$ cat config.mk
export PLATFORM = sky130hd
export DESIGN_NAME = t03_dpu_frame_sync
export DESIGN_NICKNAME = d
export VERILOG_FILES = /design/src/rtl/t03_dpu_frame_sync.sv
export SDC_FILE = /design/constraint.sdc
export NUM_CORES = 1
export LEC_CHECK = 0
export BUFFER_PORTS_ARGS = -buffer_cell sky130_fd_sc_hd__buf_4
export CORE_MARGIN = 4
export CORE_UTILIZATION = 47
export CTS_CLUSTER_DIAMETER = 50
export DETAILED_ROUTE_END_ITERATION = 7
export HOLD_SLACK_MARGIN = 0.1
export PLACE_DENSITY = 0.81
export SYNTH_ARGS = -nofsm -noshare
export SYNTH_HDL_FRONTEND = slang
export SYNTH_SLANG_ARGS = --single-unit
$ cat constraint.sdc
create_clock -name clk -period 3.9 [get_ports clk]
set_clock_uncertainty 0.15 [all_clocks]
set_input_delay 0.195 -clock clk [delete_from_list [all_inputs] [get_ports clk]]
set_output_delay 0.195 -clock clk [all_outputs]
set_load 0.01 [all_outputs]
$ cat src/rtl/t03_dpu_frame_sync.sv
// ---------------------------------------------------------------------------
// t03_dpu_frame_sync
//
// Frame-synchronous update scheduler between the CPU MMIO write path and the
// display-parameter register block. CPU writes to the status word and the
// position word are absorbed into shadow registers at any time. On each rising
// edge of vblank the pending words are replayed, one per cycle, on the
// out_addr/out_data bus. A displayed frame therefore never mixes old and new
// game state.
//
// Ports:
//   clk            system clock
//   rst            asynchronous, active-high reset
//   req_valid      CPU write request
//   req_addr[31:0] CPU write address
//   req_data[31:0] CPU write data
//   req_ready      high when a request can be accepted (IDLE only)
//   vblank         vertical-blank level, synchronous to clk
//   out_addr[31:0] registered address to the display block, 0 when idle
//   out_data[31:0] registered data to the display block, 0 when idle
//   busy           high while a commit burst is in progress
//   overwrite_cnt  saturating count of writes replacing an uncommitted value
// ---------------------------------------------------------------------------
module t03_dpu_frame_sync (
    input  logic        clk,
    input  logic        rst,
    input  logic        req_valid,
    input  logic [31:0] req_addr,
    input  logic [31:0] req_data,
    output logic        req_ready,
    input  logic        vblank,
    output logic [31:0] out_addr,
    output logic [31:0] out_data,
    output logic        busy,
    output logic [7:0]  overwrite_cnt
);

    localparam logic [31:0] STATUS_ADDR = 32'hFF00_0003;
    localparam logic [31:0] POS_ADDR    = 32'hFF00_0004;

    typedef enum logic [1:0] {
        IDLE      = 2'd0,
        ISSUE_ST  = 2'd1,
        ISSUE_POS = 2'd2
    } state_t;

    state_t      state, state_next;

    logic [15:0] status_sh;
    logic [31:0] pos_sh;
    logic        st_pend, pos_pend;
    logic [15:0] snap_st;
    logic [31:0] snap_pos;
    logic        snap_has_pos;   // the burst in flight includes the position word
    logic        vblank_q;

    logic        accept, hit_st, hit_pos, commit;
    logic [31:0] addr_next, data_next;

    assign req_ready = (state == IDLE);
    assign busy      = (state != IDLE);

    assign accept  = req_valid && req_ready;
    assign hit_st  = accept && (req_addr == STATUS_ADDR);
    assign hit_pos = accept && (req_addr == POS_ADDR);

    // Next-state and next bus value. At the commit edge the snapshot is not
    // loaded yet, so the first word is taken from the shadow (same value).
    always_comb begin
        // NOTE: every output of this block gets a default first so no path
        // leaves it unassigned, which would otherwise infer a latch.
        state_next = state;
        addr_next  = 32'h0;
        data_next  = 32'h0;
        commit     = 1'b0;
        unique case (state)
            IDLE: begin
                if (vblank && !vblank_q && (st_pend || pos_pend)) begin
                    commit = 1'b1;
                    if (st_pend) begin
                        addr_next  = STATUS_ADDR;
                        data_next  = {16'h0, status_sh};
                        state_next = ISSUE_ST;
                    end else begin
                        addr_next  = POS_ADDR;
                        data_next  = pos_sh;
                        state_next = ISSUE_POS;
                    end
                end
            end
            ISSUE_ST: begin
                if (snap_has_pos) begin
                    addr_next  = POS_ADDR;
                    data_next  = snap_pos;
                    state_next = ISSUE_POS;
                end else begin
                    state_next = IDLE;
                end
            end
            ISSUE_POS: state_next = IDLE;
            default:   state_next = IDLE;
        endcase
    end

    // NOTE: sequential state uses non-blocking assignments so every register
    // samples the pre-edge values, independent of statement order.
    always_ff @(posedge clk or posedge rst) begin
        if (rst) begin
            state         <= IDLE;
            out_addr      <= 32'h0;
            out_data      <= 32'h0;
            status_sh     <= 16'h0;
            pos_sh        <= 32'h0;
            st_pend       <= 1'b0;
            pos_pend      <= 1'b0;
            snap_st       <= 16'h0;
            snap_pos      <= 32'h0;
            snap_has_pos  <= 1'b0;
            vblank_q      <= 1'b0;
            overwrite_cnt <= 8'h0;
        end else begin
            state    <= state_next;
            out_addr <= addr_next;
            out_data <= data_next;
            vblank_q <= vblank;

            // Snapshot takes the pre-edge shadow; a write accepted on the same
            // edge lands in the shadow afterwards and stays pending.
            if (commit) begin
                snap_st      <= status_sh;
                snap_pos     <= pos_sh;
                snap_has_pos <= pos_pend;
            end

            if (hit_st) begin
                status_sh <= req_data[15:0];
                st_pend   <= 1'b1;
            end else if (commit) begin
                st_pend   <= 1'b0;
            end

            if (hit_pos) begin
                pos_sh   <= req_data;
                pos_pend <= 1'b1;
            end else if (commit) begin
                pos_pend <= 1'b0;
            end

            if (((hit_st && st_pend) || (hit_pos && pos_pend)) &&
                (overwrite_cnt != 8'hFF)) begin
                overwrite_cnt <= overwrite_cnt + 8'd1;
            end
        end
    end

endmodule
---- After elaboration in Yosys (flattened, before gate mapping) ----
Cells that the tools add are included.
word-level totals
  logic and storage cells ................. 49
  input port bits ......................... 68
  flip-flop bits (word level) ............. 158
  output and inout bits ................... 74
cells by class
  multiplexer cells ....................... 17
  add/subtract/negate cells ............... 1
  reductions and logical operators ........ 15
  equality and inequality tests ........... 5
operators by type and width
  kind                                                                      number
  32-bit 2-to-1 mux                                                         5
  32-bit case mux with 2 select lines                                       2
  32-bit == test (second input constant)                                    2
  8-bit by 1-bit adder with 8-bit output (second input constant)            1
  1-bit logical AND                                                         8
  8-bit inequality test (second input constant)                             1
  2-bit 2-to-1 mux                                                          3
  2-bit nonzero test                                                        3
  1-bit 2-to-1 mux                                                          5
  2-bit case mux with 2 select lines                                        1
  3-bit 2-to-1 mux                                                          1
  2-bit by 1-bit == test with 1-bit output (second input constant)          1
  2-bit logical NOT                                                         1
  1-bit logical OR                                                          2
  2-bit by 1-bit inequality test with 1-bit output (second input constant)  1
  1-bit logical NOT                                                         1

---- Depth between registers and ports, before layout ----
Gate-level depths: netlist of run 1.
  word-level depth ........................ 7
  depth in mapped cells ................... 7
  depth with buffers taken out ............ 5

---- Worst setup path after synthesis of run 1 ----
OpenSTA, ideal clock, no wires.
  path kind ............................... flip-flop to flip-flop
  from .................................... reg state[0]
  to ...................................... reg status_sh[0]
  cell stages (with the launch flop) ...... 8
  data arrival time ....................... 2140 ps
  path buffers ............................ 2
  required time ........................... 3625 ps
  setup time .............................. 125 ps
  period minus slack after synthesis ...... 2415 ps
  setup slack ............................. 1485 ps
  cell sequence ........................... dfrtp_1 -> nor4_1 -> nand4_1 -> or4_1 -> buf_6 -> nor3_4 -> buf_6 -> mux2_2
between the ends
  cells in the longest elaborated chain, start to end .. 3
RTL lines
  item                    RTL line  RTL
  start, declared         47        state_t state, state_next;
  start signal, assigned  122       state <= state_next;
  2-bit logical NOT       60        assign req_ready = (state == IDLE);
  1-bit logical AND       63        assign accept = req_valid && req_ready;
  1-bit logical AND       64        assign hit_st = accept && (req_addr == STATUS_ADDR);
  end signal, assigned    136       status_sh <= req_data[15:0];
  end, declared           49        logic [15:0] status_sh;
No other way between the ends.
A chain may end at the register's enable or synchronous reset.

---- Final worst setup path of run 1 ----
  from .................................... reg state[1]
  to ...................................... reg pos_sh[26]
between the ends
  cells in the longest elaborated chain, start to end .. 3
RTL lines
  item                  RTL line  RTL
  2-bit logical NOT     60
  1-bit logical AND     63
  1-bit logical AND     65        assign hit_pos = accept && (req_addr == POS_ADDR);
  end signal, assigned  143       pos_sh <= req_data;
  end, declared         50        logic [31:0] pos_sh;
No other way between the ends.

==> results of run 1 <==
routing by layer:
metal | vias to the layer above | GRT usage [%] | share of wire (%)
met5 | - | 0 | 0
met4 | 0 | 6.97 | 1.4
met3 | 14 | 5.36 | 7.9
met2 | 183 | 33.9 | 51
met1 | 1905 | 24.0 | 40
li1 | 1759 | - | -
logic make-up (layout without fill, tap and decap cells):
| logic type | after synthesis | in the layout |
|---|---|---|
| buf+inv | 61 | 207 |
| flops | 129 | 129 |
| simple gates | 148 | 148 |
| mux | 50 | 50 |
| xor+xnor | 6 | 6 |
| fa+ha+maj | 1 | 1 |
| compound gates | 40 | 40 |
| other cells | 1 | 21 |
final timing paths:
| path | start | end | cells past startpoint |
|---|---|---|---|
| max | state[1] | pos_sh[26] | 6 |
| min | vblank | vblank_q | 2 |
| max reg2reg | state[1] | pos_sh[26] | 6 |
| min reg2reg | snap_pos[30] | snap_pos[30] | 2 |
| max in group asynchronous | rst | out_data[24] | 4 |
| min in group asynchronous | rst | out_data[29] | 3 |
critical path: stages (launching register included):
cell,delay (ps)
dfrtp_1,550
nor4_1,360
nand4_1,130
or4_1,660
nor2_4,170
buf_4,410
mux2_2,390
cells in the final DEF, fill, tap and decap left out, drive strengths merged, types with 2 or more instances in the layout:
cell,synthesis,layout
xor2,6,6
nor3,6,6
buf,35,127
or2,3,3
nand3,3,3
dfrtp,129,129
nor2,14,14
o21ai,3,3
clkbuf,15,22
a222oi,16,16
nor4b,3,3
conb,1,21
mux2,50,50
inv,11,11
and3,2,2
a22o,16,16
clkinv,0,4
nand2,101,101
nor4,5,5
dlygate4sd3,0,37
clkinvlp,0,2
bufinv,0,4
nand4,3,3
cell type report:
class / count / area, sq um / area share [%]
Sequential cell: 129 / 3230 / 45.2
Timing Repair Buffer: 164 / 1320 / 18.5
Clock inverter: 10 / 155 / 2.17
Multi-Input combinational cell: 266 / 1740 / 24.4
Clock buffer: 22 / 473 / 6.62
Tap cell: 140 / 175 / 2.45
Inverter: 11 / 43.8 / 0.613
through the flow:
| stage | std cells | total power, mW |
|---|---|---|
| finish | 742 | 3.18 |
| detailed placement | 673 | 1.52 |
| floorplan | 456 | 1.45 |
| CTS | 742 | 3.21 |
| global route | 742 | 3.29 |
| global placement | 673 | 1.52 |
power groups by stage:
stage	clock network, mW	registers, mW	logic [mW]
after CTS	1.68	1.35	0.177
after detailed placement	0	1.38	0.147
after global placement	0	1.37	0.145
after floorplan	0	1.37	0.0807
final	1.65	1.35	0.176
after global routing	1.74	1.35	0.193
registers in the layout, summed over array words and instances, names as in the netlist:
| register | count |
|---|---|
| out_addr | 3 |
| out_data | 32 |
| overwrite_cnt | 8 |
| pos_pend | 1 |
| pos_sh | 32 |
| snap_has_pos | 1 |
| snap_pos | 32 |
| st_pend | 1 |
| state | 2 |
| status_sh | 16 |
| vblank_q | 1 |
what timing repair did:
action | in CTS | in global routing
setup endpoints to repair | 0 | 0
hold buffers | 37 | 0
resized for setup | 0 | 0
endpoints found under the hold margin | 125 | 0
==> impl_results.md, run 1 <==
* Final min period at between 2000 and 3000 ps
* Starting density of the core at 48.1%
* Clock root cell: clkbuf_8
* HP Class: in -> reg
* # H-tree levels at 4
* # Post-CTS Setup Buffers at 0
* Part of the power in registers at 42.5%
* Synth Area in Adders at less than 1%
* Top post-synthesis cells by count: dfrtp_1 (129), nand2_1 (101), mux2_2 (48)
* Row Count at 38
* Final wirelength at around 12 mm
* Register area share after synthesis at 61.6%
* Fillers at 802
* Post-synthesis instance total at approximately 440
* Final RePlAce weighted congestion at roughly 0.76
* Post-synthesis xor/xnor area fraction at about 1.0%
* Area growth syn-to-layout at 36.2%
* Die Height at approximately 110 um
* First-pass DRT Iterations at 6
* Avg Vias per Cell at 5.20
* Fin util at approximately two thirds
* Pin count of the biggest net entering global routing at 76
* Max Cap Viol at 0
* Hold Vio Cnt, Final at 0
* Total gr overflow at 0
* Leak Pwr at between 3 and 4 nW
* Setup crit end kind: flop
* Logic pwr share at 5.5%
* Slew of the pin with the lowest slew margin at between 900 and 1000 ps
* Mean Syn Cell Area at around 12 sq um
* Cell taking the most area after synthesis: dfrtp_1
* Crit path DAT at ~3200 ps
* Slew HR at roughly a third
* Clock Latency Late Sink at ~520 ps
* Clock Tree Buf Depth at 2
* Synth Area in Compound Gates at under 10%
* Ports at approximately 140
* Clk sinks at about 130
* Largest family of logic cells by synthesized area: simple AND/OR/NAND/NOR gates
* FMAX at approximately 340 MHz
* Routed Antenna Nets at 0
* Die W at roughly 110 um
* Port buffer count at between 100 and 150
* CTS tree: done
* Warnings, synthesis at 0
* Post-route worst setup slack at approximately 940 ps
* First-pass GRT wire length at between 15 and 20 mm
* Post-Synth Simple-Gate Area at between 10% and 20%
* Async set or reset register ratio after synthesis at 100%
* Flop-to-flop setup slack at roughly 940 ps
* Drt wl/cell at around 17 um
* Die area at 12,900 sq um
* Switching share of power at 20.3%
* Setup Total Neg Slack at 0 ps
* Mapped Area at 5240 sq um
* Reg clk slew, reported paths at 50 ps
* Count of different cell masters after synthesis at 39
* Max VDD drop at 0.246 mV
* Initial DRC count at between 200 and 300
* Post-DP HPWL at roughly 7.8 mm
* Post-synth EDFFs at 0
* Clk pwr share at between 50 and 60%
* DR vias at between 3,000 and 4,000
* Cts bufs inserted at 17
* Placed Area at between 6000 and 7000 sq um
* N_diodes at 0
* CP Max Fanout at 32
* GRT Resource Usage Total at ~20%
* Number of synthesized register bits at approximately 130
* Number of global-route vias before repair at ~4,000
* Ys flop type: dfrtp_1
* Slew Limit Fails at 0
* NumNets Final at roughly 660
* Internal power at roughly 2.5 mW
* Final Cell Area at between 7000 and 8000 sq um
* P per Cell Area at roughly 440 nW/um^2
* Status: completed
* Setup violators final at 0
* Core Area at around 11,000 sq um
* DRC at 0
* Min Hold Slack at about 200 ps
* Critical Path Start Type: flop
* Switch Pwr at ~650 uW
* Ranking of synthesized cells by area: dfrtp_1 (62%), mux2_2 (10%), nand2_1 (7.2%), buf_4 (4.6%), a222oi_1 (3.1%)
* WS Path Type: reg -> reg
* Final period utilization at 76.0%
* Count leader, synth: dfrtp_1
* Mux contribution to synthesized area at 10.7%
* Pre-CTS worst setup slack at roughly 970 ps
* Worst endpoint required time at a little over 4000 ps
* Initial antenna violation count at 0
* RSZ-0062 raised after global routing: no
* Layout cell share with drive strength beyond 1 at 35.9%
* Synth top area share at ~60%
No activity file was read; power rests on OpenSTA's default activity.
==> run 2: changes to the inputs <==
- clock period: 3.9 -> 2.57 ns (I/O delays scaled with it)
==> impl_results.md, run 2 (synthesis gave the netlist of run 1 again) <==
* Status: completed (unchanged)
* Post-DP HPWL at 7.86 mm (was 7.84 mm)
* # Post-CTS Setup Buffers at 0 (unchanged)
* Routed Antenna Nets at 0 (unchanged)
* First-pass DRT Iterations at 5 (was 6)
* Setup violators final at 0 (unchanged)
* DR vias at 3,858 (was 3,861)
* HP Class: in -> reg (unchanged)
* Ports at 142 (unchanged)
* Reg clk slew, reported paths at 60 ps (was 50 ps)
* Number of global-route vias before repair at 4,046 (was 3,975)
* Most frequent cells in the layout: buf_4 (130), dfrtp_1 (129), nand2_1 (101) (was dfrtp_1 (129), buf_4 (127), nand2_1 (101))
* Most common cell after layout, fill and taps aside: buf_4 (was dfrtp_1)
* Slew Limit Fails at 0 (unchanged)
* Min Hold Slack at 130 ps (was 196 ps)
* Drt wl/cell at 16.6 um (was 16.7 um)
* Initial antenna violation count at 0 (unchanged)
* P per Cell Area at 625 nW/um^2 (was 445 nW/um^2)
* # H-tree levels at 4 (unchanged)
* Final min period at 2500 ps (was 2960 ps)
* Total gr overflow at 0 (unchanged)
* Slew of the pin with the lowest slew margin at 672 ps (was 998 ps)
* First-pass GRT wire length at 20.3 mm (was 19.9 mm)
* Row Count at 38 (unchanged)
* Hold Vio Cnt, Final at 0 (unchanged)
* Max VDD drop at 0.374 mV (was 0.246 mV)
* Layout cell share with drive strength beyond 1 at 36.2% (was 35.9%)
* Top Registers: out_data: 32 flops, pos_sh: 32 flops, snap_pos: 32 flops (unchanged)
* Die W at 114 um (unchanged)
* Setup crit end kind: flop (unchanged)
* Port buffer count at 120 (unchanged)
* Cts bufs inserted at 17 (unchanged)
* Critical Path Start Type: flop (unchanged)
* DRC at 0 (unchanged)
* Final wirelength at 12.5 mm (was 12.4 mm)
* Slew HR at 55.2% (was 33.1%)
* NumNets Final at 667 (was 658)
* CTS tree: done (unchanged)
* Final period utilization at 97.1% (was 76.0%)
* CP Max Fanout at 32 (unchanged)
* Clock Tree Buf Depth at 2 (unchanged)
* RSZ-0062 raised after global routing: no (unchanged)
* Die area at 12,900 sq um (unchanged)
* Core Area at 10,900 sq um (unchanged)
* Clock root cell: clkbuf_8 (unchanged)
* WS Path Type: reg -> reg (unchanged)
* Clk sinks at 129 (unchanged)
* Fillers at 816 (was 802)
* Clock Latency Late Sink at 510 ps (was 520 ps)
* Avg Vias per Cell at 5.14 (was 5.20)
* Max Cap Viol at 0 (unchanged)
* Final RePlAce weighted congestion at 0.785 (was 0.757)
* Worst endpoint required time at 2810 ps (was 4140 ps)
* PostCTS Resize Cnt at 0 (unchanged)
* Max incr delay on CP at 580 ps (was 660 ps)
* Crit path DAT at 2730 ps (was 3210 ps)
* Starting density of the core at 48.1% (unchanged)
* CP max-delay cell: or4_1 (unchanged)
* N_diodes at 0 (unchanged)
* Die Height at 114 um (unchanged)
* Initial DRC count at 255 (was 282)
* Critical-path cell list: nor4_1 -> nand4_1 -> or4_1 -> nor2_4 -> buf_12 -> mux2_2 (was nor4_1 -> nand4_1 -> or4_1 -> nor2_4 -> buf_4 -> mux2_2)
* GRT Resource Usage Total at 20.1% (was 19.7%)
* Area growth syn-to-layout at 36.6% (was 36.2%)
* Pin count of the biggest net entering global routing at 130 (was 76)
* FMAX at 401 MHz (was 337 MHz)
* Setup Total Neg Slack at 0 ps (unchanged)
* Leak Pwr at 3.85 nW (about the same)
## run 2: cell types whose count changed in the layout (fill, tap and decap cells not counted)
cell	delta
clkinvlp_4	+3
clkbuf_8	-2
inv_4	-1
buf_4	+3
buf_12	+3
bufinv_16	-3
dlygate4sd3_1	+3
clkinv_2	+2
## run 2: cell type report
type	instances	area, sq um	area share, %
clock inverters	11	90.1	1.26
repair buffers	173	1440	20.1
inverters	11	45.0	0.629
clock buffers	20	445	6.22
well taps	140	175	2.45
multi-input cells	266	1740	24.3
flip-flops and latches	129	3230	45.1
## run 2: power by group
part	total (mW)	switching [mW]	internal [mW]
Sequential	2.05	0.00698	2.04
Clock	2.15	0.839	1.31
Combinational	0.278	0.142	0.136
## run 2: worst paths after layout
| kind | slack (ps) | depth (start not counted) | to | startpoint |
|---|---|---|---|---|
| setup / recovery | 70 | 6 | pos_sh[26] | state[0] |
| min in group asynchronous | 210 | 4 | snap_pos[27] | rst |
| hold reg to reg | 330 | 2 | snap_pos[30] | snap_pos[30] |
| max in group asynchronous | 1540 | 4 | status_sh[8] | rst |
| hold / removal | 130 | 2 | vblank_q | vblank |
| setup reg to reg | 70 | 6 | pos_sh[26] | state[0] |
## run 2: metal layers
layer	global-route usage [%]	up-vias	share of wire, %
li1	-	1780	-
met3	5.04	11	7.6
met1	25.9	1912	41
met4	6.01	0	0.83
met2	33.5	155	50
met5	0	-	0
## run 2: what timing repair did
item	CTS	global route
hold endpoints to repair	181	0
hold buffers	40	0
endpoints found under the setup margin	0	0
## run 2: critical path, delay by kind of cell (launching register included)
| family | cells | cell delay (ps) |
|---|---|---|
| flops | 1 | 410 |
| simple gates | 4 | 1200 |
| buf+inv | 1 | 230 |
| mux | 1 | 370 |
## run 2: through the flow
stage          std cells  setup slack [ps]  cell area (sq um)  util (%)  total power [mW]
6_report             750              73.4               7160      65.8              4.48
5_1_grt              750              25.5               7160      65.8              4.64
4_1_cts              750              71.9               7160      65.8              4.52
3_5_place_dp         679              74.9               6230      57.2              2.32
3_3_place_gp         679               120               6230      57.2              2.31
2_1_floorplan        456               155               5320         -              2.21
==> run 3: changes to the inputs <==
- CORE_UTILIZATION: 47 -> 50
- PLACE_DENSITY: 0.81 -> 0.82
- clock period: 2.57 -> 2.3 ns (I/O delays scaled with it)
==> impl_results.md, run 3 (synthesis gave the netlist of run 1 again) <==
* DR vias at 4,093 (was 3,858)
* Die W at 110 um (was 114 um)
* Reg2Reg Depth at 7 (was 6)
* Clock Tree Buf Depth at 2 (unchanged)
* RSZ-0062 raised after global routing: yes (was no)
* Avg Vias per Cell at 5.36 (was 5.14)
* Status: complete, but fails checks (was completed)
* Max incr delay on CP at 500 ps (was 580 ps)
* Crit path DAT at 2610 ps (was 2730 ps)
* Most common cell after layout, fill and taps aside: buf_4 (unchanged)
* Row Count at 37 (was 38)
* Pin count of the biggest net entering global routing at 130 (unchanged)
* Total gr overflow at 0 (unchanged)
* Clk sinks at 129 (unchanged)
* Setup violators final at 16 (was 0)
* # H-tree levels at 4 (unchanged)
* Final wirelength at 14.2 mm (was 12.5 mm)
* Crit path from: state[1] (was state[0])
* Violated checks: negative setup slack
* Final Cell Area at 7670 sq um (was 7160 sq um)
* Initial DRC count at 463 (was 255)
* HP Class: in -> reg (unchanged)
* Critical path's top delay family: simple AND/OR/NAND/NOR gates (unchanged)
* WS Path Type: reg -> reg (unchanged)
* Reg clk slew, reported paths at 60 ps (about the same)
* Final min period at 2370 ps (was 2500 ps)
* Worst path depth at 7 (was 6)
* Slew of the pin with the lowest slew margin at 688 ps (was 672 ps)
* Initial antenna violation count at 0 (unchanged)
* CP Max Fanout at 8 (was 32)
* Max Cap Viol at 0 (unchanged)
* Setup crit end kind: flop (unchanged)
* GRT Resource Usage Total at 22.5% (was 20.1%)
* NumNets Final at 683 (was 667)
* P per Cell Area at 688 nW/um^2 (was 625 nW/um^2)
* Port buffer count at 120 (unchanged)
* Clock Latency Late Sink at 510 ps (about the same)
* R2R Path End: status_sh[12] (was pos_sh[26])
* CTS tree: done (unchanged)
* Routed Antenna Nets at 0 (unchanged)
* Critical Path Start Type: flop (unchanged)
* Leak Pwr at 4.04 nW (was 3.85 nW)
* Slew Limit Fails at 0 (unchanged)
* First-pass GRT wire length at 20.7 mm (was 20.3 mm)
* Ports at 142 (unchanged)
* Die area at 12,200 sq um (was 12,900 sq um)
* Drt wl/cell at 18.6 um (was 16.6 um)
* Flop-to-flop setup slack at -70 ps (was 70 ps)
* Worst endpoint required time at 2540 ps (was 2810 ps)
* Post-DP HPWL at 7.92 mm (was 7.86 mm)
* Clock root cell: clkbuf_8 (unchanged)
* Final period utilization at 103% (was 97.1%)
* Power, Total at 5.28 mW (was 4.48 mW)
* Layout cell share with drive strength beyond 1 at 38.3% (was 36.2%)
* Worst path bufs/invs at 2 (was 1)
* Most frequent cells in the layout: buf_4 (134), dfrtp_1 (129), nand2_1 (101) (was buf_4 (130), dfrtp_1 (129), nand2_1 (101))
* Die Height at 110 um (was 114 um)
* Area growth syn-to-layout at 46.4% (was 36.6%)
* Max VDD drop at 0.519 mV (was 0.374 mV)
* Slew HR at 54.1% (was 55.2%)
* Placed Area at 6280 sq um (was 6230 sq um)
* DRC at 0 (unchanged)
* First-pass DRT Iterations at 7 (was 5)
* Critical-path cell list: nor4_2 -> nand4_1 -> or4_4 -> nor3_4 -> buf_12 -> clkbuf_16 -> mux2_2 (was nor4_1 -> nand4_1 -> or4_1 -> nor2_4 -> buf_12 -> mux2_2)
* Post-route worst setup slack at -70.7 ps (was 73.4 ps)
* Core Area at 10,300 sq um (was 10,900 sq um)
* Reg2reg start: state[1] (was state[0])
* Hold Vio Cnt, Final at 0 (unchanged)
* Starting density of the core at 51.0% (was 48.1%)
* End of the critical path: status_sh[12] (was pos_sh[26])
* Cts bufs inserted at 17 (unchanged)
* Number of global-route vias before repair at 4,220 (was 4,046)
* Final RePlAce weighted congestion at 0.810 (was 0.785)
* Top Registers: out_data: 32 flops, pos_sh: 32 flops, snap_pos: 32 flops (unchanged)
* Pre-CTS worst setup slack at -68.0 ps (was 74.9 ps)
* FMAX at 422 MHz (was 401 MHz)
* N_diodes at 0 (unchanged)
* CP max-delay cell: or4_4 (was or4_1)
==> run 3: changes by cell type in the layout (fill, tap and decap cells not counted), moves of 2 or more <==
cell / before / now
clkbuf_16: 16 / 20
buf_16: 0 / 2
clkbuf_1: 1 / 4
mux2_1: 2 / 0
buf_4: 130 / 134
mux2_2: 48 / 7
mux2_4: 0 / 43
buf_12: 3 / 7
buf_6: 0 / 2
clkinv_2: 6 / 2
bufinv_16: 1 / 3
==> run 3: worst min-delay path by stage <==
stage | start | endpoint | slack (ps) | cells past startpoint
4_1_cts | vblank | vblank_q | 100 | 2
3_5_place_dp | vblank | vblank_q | 80 | 1
6_report | vblank | vblank_q | 120 | 2
3_3_place_gp | vblank | vblank_q | 80 | 1
2_1_floorplan | vblank | vblank_q | -4 | 0
5_1_grt | vblank | vblank_q | 110 | 2
==> run 3: power breakdown <==
| group | internal, mW | switching [mW] |
|---|---|---|
| Clock | 1.71 | 0.959 |
| Combinational | 0.159 | 0.167 |
| Sequential | 2.28 | 0.00769 |
==> run 3: final cells by class <==
type / instances / area [sq um]
Tap cell: 136 / 170
Clock inverter: 9 / 131
Inverter: 11 / 45.0
Fill cell: 641 / 2610
Clock buffer: 23 / 457
Timing Repair Buffer: 189 / 1720
Multi-Input combinational cell: 266 / 1920
Sequential cell: 129 / 3230
==> run 3: metrics by stage <==
step,hold slack (ps),utilization [%],instances,TNS [ps]
after CTS,105,72.0,757,-2840
after global routing,106,74.6,763,-2460
after detailed placement,82.2,61.1,680,-1290
after floorplan,-3.57,-,456,-948
after global placement,83.2,61.1,680,-552
final,116,74.6,763,-487
==> run 3: worst reg2reg max path: stages, from the launching register on <==
cell	delay [ps]
dfrtp_1	390
nor4_2	230
nand4_1	120
or4_4	500
nor3_4	220
buf_12	150
clkbuf_16	160
mux2_2	330
==> run 3: routing by layer <==
| metal | global-route usage (%) | routed length [um] | up-vias |
|---|---|---|---|
| li1 | - | - | 1815 |
| met1 | 27.1 | 5580 | 2049 |
| met2 | 39.9 | 7360 | 212 |
| met3 | 5.30 | 1070 | 17 |
| met4 | 6.95 | 148 | 0 |
| met5 | 0 | 0 | - |
==> run 3: timing repair <==
action	4_1_cts	5_1_grt
pin swaps	0	2
resized for setup	14	40
buffers inserted	3	4
setup endpoints to repair	44	53
gates cloned	2	4
endpoints found under the hold margin	181	0
hold buffers	40	0
